## src/rtl/data_mem_arbiter.sv

```systemverilog
// ---------------------------------------------------------------------------
// data_mem_arbiter
//   Two-port round-robin arbiter and access sequencer for a single-port data
//   memory with combinational read and posedge write.
//   Port 0 serves the CPU load/store stage and port 1 the debug/loader port.
//   Each access runs IDLE -> ACCESS -> ACK, so at most one access completes
//   every 3 cycles.
//
// Ports
//   clk, rst_n          clock; asynchronous active-low reset
//   reqN/weN/addrN/wdataN  requester N: request, 1=write, address, store data
//   ackN                one-cycle completion pulse to requester N
//   rdataN              last load data for requester N (held between reads)
//   mem_addr/mem_wdata  memory address / store data (held when not accessing)
//   mem_rdata           memory load data (combinational)
//   mem_read/mem_write  memory strobes, high only in ACCESS
//   busy                high while an access is in ACCESS or ACK
// ---------------------------------------------------------------------------
module data_mem_arbiter #(
    parameter int DATA_W = 16,
    parameter int ADDR_W = 16
) (
    input  logic              clk,
    input  logic              rst_n,
    input  logic              req0,
    input  logic              we0,
    input  logic [ADDR_W-1:0] addr0,
    input  logic [DATA_W-1:0] wdata0,
    output logic              ack0,
    output logic [DATA_W-1:0] rdata0,
    input  logic              req1,
    input  logic              we1,
    input  logic [ADDR_W-1:0] addr1,
    input  logic [DATA_W-1:0] wdata1,
    output logic              ack1,
    output logic [DATA_W-1:0] rdata1,
    output logic [ADDR_W-1:0] mem_addr,
    output logic [DATA_W-1:0] mem_wdata,
    input  logic [DATA_W-1:0] mem_rdata,
    output logic              mem_read,
    output logic              mem_write,
    output logic              busy
);

    typedef enum logic [1:0] {
        S_IDLE   = 2'd0,
        S_ACCESS = 2'd1,
        S_ACK    = 2'd2
    } state_t;

    state_t              r_state;
    state_t              w_state_next;
    logic                r_gnt;         // id of the port owning the current access
    logic                r_last_grant;  // id of the last completed access
    logic                r_we;
    logic [ADDR_W-1:0]   r_addr;
    logic [DATA_W-1:0]   r_wdata;
    logic                w_any_req;
    logic                w_pick;

    assign w_any_req = req0 | req1;
    // Port 1 wins when it is alone, or on a tie when port 0 went last.
    assign w_pick    = req1 & (~req0 | ~r_last_grant);

    // State register
    always_ff @(posedge clk or negedge rst_n) begin
        if (!rst_n) begin
            r_state <= S_IDLE;
        end else begin
            r_state <= w_state_next;
        end
    end

    // Next state and decoded strobes
    always_comb begin
        w_state_next = r_state;
        mem_read     = 1'b0;
        mem_write    = 1'b0;
        ack0         = 1'b0;
        ack1         = 1'b0;
        busy         = 1'b0;
        case (r_state)
            S_IDLE: begin
                if (w_any_req) begin
                    w_state_next = S_ACCESS;
                end
            end
            S_ACCESS: begin
                busy         = 1'b1;
                mem_write    = r_we;
                mem_read     = ~r_we;
                w_state_next = S_ACK;
            end
            S_ACK: begin
                busy         = 1'b1;
                ack0         = ~r_gnt;
                ack1         = r_gnt;
                w_state_next = S_IDLE;
            end
            default: begin
                w_state_next = S_IDLE;
            end
        endcase
    end

    // Grant latch: the winner's operation is frozen at the grant edge so later
    // input changes cannot disturb the access in flight.
    always_ff @(posedge clk or negedge rst_n) begin
        if (!rst_n) begin
            r_gnt        <= 1'b0;
            r_last_grant <= 1'b1;
            r_we         <= 1'b0;
            r_addr       <= '0;
            r_wdata      <= '0;
        end else begin
            if (r_state == S_IDLE && w_any_req) begin
                r_gnt   <= w_pick;
                r_we    <= w_pick ? we1    : we0;
                r_addr  <= w_pick ? addr1  : addr0;
                r_wdata <= w_pick ? wdata1 : wdata0;
            end
            if (r_state == S_ACK) begin
                r_last_grant <= r_gnt;
            end
        end
    end

    // Per-port load data holding registers, updated only by that port's reads.
    for (genvar gi = 0; gi < 2; gi++) begin : g_rdata
        logic [DATA_W-1:0] r_rdata;
        always_ff @(posedge clk or negedge rst_n) begin
            if (!rst_n) begin
                r_rdata <= '0;
            end else if (r_state == S_ACCESS && !r_we && r_gnt == 1'(gi)) begin
                r_rdata <= mem_rdata;
            end
        end
    end

    assign rdata0    = g_rdata[0].r_rdata;
    assign rdata1    = g_rdata[1].r_rdata;
    assign mem_addr  = r_addr;
    assign mem_wdata = r_wdata;

endmodule

```

## config.mk

```make
export PLATFORM = sky130hd
export DESIGN_NAME = data_mem_arbiter
export DESIGN_NICKNAME = d
export VERILOG_FILES = /design/src/rtl/data_mem_arbiter.sv
export SDC_FILE = /design/constraint.sdc
export NUM_CORES = 1
export LEC_CHECK = 0
export ABC_AREA = 1
export ABC_CLOCK_PERIOD_IN_PS = 2800
export CAP_MARGIN = 10
export CORE_MARGIN = 2
export CORE_UTILIZATION = 45
export DETAILED_ROUTE_END_ITERATION = 10
export GPL_TIMING_DRIVEN = 0
export PLACE_DENSITY = 0.95
export SLEW_MARGIN = 30
export SYNTH_ARGS = -nofsm -noshare
export SYNTH_HDL_FRONTEND = slang
export SYNTH_SLANG_ARGS = --single-unit
```

## constraint.sdc

```tcl
create_clock -name clk -period 2.8 [get_ports clk]
set_clock_uncertainty 0.1 [all_clocks]
set_input_delay 0.28 -clock clk [delete_from_list [all_inputs] [get_ports clk]]
set_output_delay 0.28 -clock clk [all_outputs]
set_load 0.01 [all_outputs]
```

==> run_results.csv <==
group,metric,value,unit
finish,regArea,0.00173,mm^2
critical_path,critPathLaunchType,"flop",
floorplanning,rows,31,
synth,synth_top_cell_area_share,51.0,%
synth,synth_fp_nets,526,
global_routing,grt_pass1_vias,3421,
critical_path,reg2reg_depth,7,
power_and_ir_drop,peakVddDrop,0.584,mV
routing,wl_per_cell,13.3,um
synth,synth-simple-area-share,26.9,%
hold_path,hp-class,"input pin to flop",
clocking,cts_tree,"done",
floorplanning,die_height,90.1,um
sta,finalSetupViolations,0,
sta,relSlewSlack,71.0,%
clocking,cts.path.max_buffers,2,
synth,synth_area_leaders,"dfrtp_1 (51%), nand2_1 (16%), inv_1 (10%), nand3_1 (9.9%), o21ai_0 (5.2%)",
floorplanning,die_w,90.1,um
global_routing,track_usage,23.8,%
floorplanning,ios,155,
power_and_ir_drop,leakagePower,2.72,nW
sta,maxSlewViolCount,0,
clocking,cts_root_buf,"clkbuf_8",
sta,fin_ws,0.609,ns
placement,dpl.hpwl,7210,um
placement,post-place-ws,0.938,ns
critical_path,rr_startpoint,"r_state[1]",
clocking,numClockSinks,69,
sta,rsz0062_at_grt,"no",
floorplanning,core-area,0.00721,mm^2
finish,n_fill_cell,553,
synth,synthAdderAreaFrac,1.87,%
clocking,htree_levels,3,
synth,synthFlopType,"dfrtp_1",
global_routing,grt_pass1_wl,15800,um
synth,synth_top_family_by_area,"simple AND/OR/NAND/NOR gates",
synth,netlist_top_cells_count,"nand2_1 (141), inv_1 (90), dfrtp_1 (68)",
sta,finalHoldViolCount,0,
sta,fin_crit,2.19,ns
synth,syn_avg_cell_area,7.67,um^2
finish,postLayoutCellArea,0.00523,mm^2
critical_path,cp_data_required_time,2.42,ns
hold_path,hold_depth,4,
flow_run,cap_violations,0,
critical_path,arrival,1.81,ns
sta,worst_pin_slew,0.434,ns
sta,finalCritPeriodShare,78.3,%
critical_path,r2r_end,"rdata1[9]",
floorplanning,dieArea,0.00812,mm^2
hold_path,hold_end,"mem_wdata[6]",
finish,multi_input_area,0.00114,mm^2
finish,areaGrowthSynthToFinish,56.6,%
routing,drt_first_pass_iters,5,
finish,antenna_cells,0,
synth,synth_xor_area_share,0,%
routing,first_iter_violations,156,
clocking,clk_transition_reported_paths,0.08,ns
synth,yosysMostFrequentCell,"nand2_1",
critical_path,r2r_slack,1.08,ns
hold_path,hold_start,"req1",
global_routing,grt_overflow,0,
routing,num_vias,3405,
finish,fin_util,72.4,%
routing,ant_nets,0,
clocking,cts_buffers,9,
critical_path,crit_start,"r_state[1]",
placement,port_buffers,153,
synth,synth_mux_area_share,0,%
finish,finalNonFillerCells,705,
synth,syn_area,0.00334,mm^2
routing,vias_per_cell,4.83,
clocking,insertion_delay,0.34,ns
sta,fmax,456,MHz
floorplanning,initial_core_util,46.3,%
synth,yosys.area.top_type,"dfrtp_1",
global_routing,grt_antenna_before_repair,0,
placement,place.gp.congestion,0.826,
synth,synth_edf_count,0,
sta,holdWs,0.238,ns
synth,ys.warnings.count,0,
finish,num-nets-final,692,
synth,synth_compound_area_share,5.51,%
synth,ys_ff_latch,69,
routing,wl,9370,um
synth,seq_area_frac_synth,51.8,%
finish,drive_gt1_share,6.27,%
clocking,cts-resized-gates,0,
critical_path,critPathKind,"flop to output port",
synth,yosys.cell_types.count,16,
routing,drc,0,
run_status,status,"completed",
global_routing,grt_max_degree,39,
placement,place_area,0.00501,mm^2
power_and_ir_drop,power.density,1000,mW/mm^2
synth,async_flop_share,100,%
synth,syn_inst,435,
critical_path,critical_path.endpoint_type,"output port",
placement,placed_cells,688,
critical_path,worst-path-max-fanout,5,
-- where the power goes --
| part | total (mW) | internal, mW | switching (mW) |
|---|---|---|---|
| Combinational | 2.61 | 1.36 | 1.25 |
| Clock | 0.830 | 0.423 | 0.406 |
| Sequential | 1.80 | 1.51 | 0.296 |
-- how the worst max path moves through the flow --
stage / end / slack [ns] / cells past startpoint
after CTS: mem_read / 0.57 / 5
after global routing: mem_read / 0.45 / 5
after global placement: rdata1[6] / -0.84 / 1
final: mem_read / 0.61 / 5
after floorplan: rdata0[10] / 1.32 / 8
after detailed placement: mem_addr[7] / 0.94 / 6
-- routing by layer --
layer,global-route usage [%],routed length [um],share of wire (%)
met5,0,0,0
met1,27.8,3770,40
met2,43.3,4820,51
met4,7.31,189,2.0
met3,5.78,592,6.3
-- stage by stage --
step / power [mW] / setup TNS, ns
after floorplan: 2.97 / 0
after global placement: 4.30 / -57.19
after detailed placement: 4.42 / 0
after CTS: 5.28 / 0
after global routing: 5.61 / 0
final: 5.24 / 0
-- cell families after synthesis --
kind of cell / after synthesis
compound gates: 36
fa+ha+maj: 5
flops: 69
simple gates: 213
buf+inv: 112
-- cells in the final DEF, fill, tap and decap left out, drive strengths merged --
cell type,instances
buf,16
bufinv,1
clkbuf,17
clkdlybuf4s50,152
clkinv,2
clkinvlp,1
dfrtp,68
dfstp,1
dlygate4sd3,1
ha,5
inv,93
nand2,143
nand3,66
nor2,4
o21ai,36
-- what timing repair did --
action	CTS	global route
hold endpoints to repair	31	0
setup endpoints to repair	0	0
buffers inserted	0	0
hold buffers	1	0
-- final cells by class --
type                    count  area share (%)
plain buffers              22            2.47
clock buffers               9            2.37
clock inverters             7            1.56
inverters                  90            6.46
multi-input cells         254            21.9
flip-flops and latches     69            33.1
well taps                  99            2.37
repair buffers            155            29.8
-- sequential cells by signal (all words and copies together) (netlist names) --
register,count
mem_addr,16
mem_wdata,16
rdata0,16
rdata1,16
r_state,2
r_gnt,1
r_last_grant,1
r_we,1
-- critical path, cell delays in order, from the launching register on --
cell	delay, ns
dfrtp_1	0.39
inv_1	0.14
ha_1	0.19
inv_1	0.05
nor2_2	0.14
clkdlybuf4s50_1	0.57
Note: power is estimated with default switching activity, not from simulation.
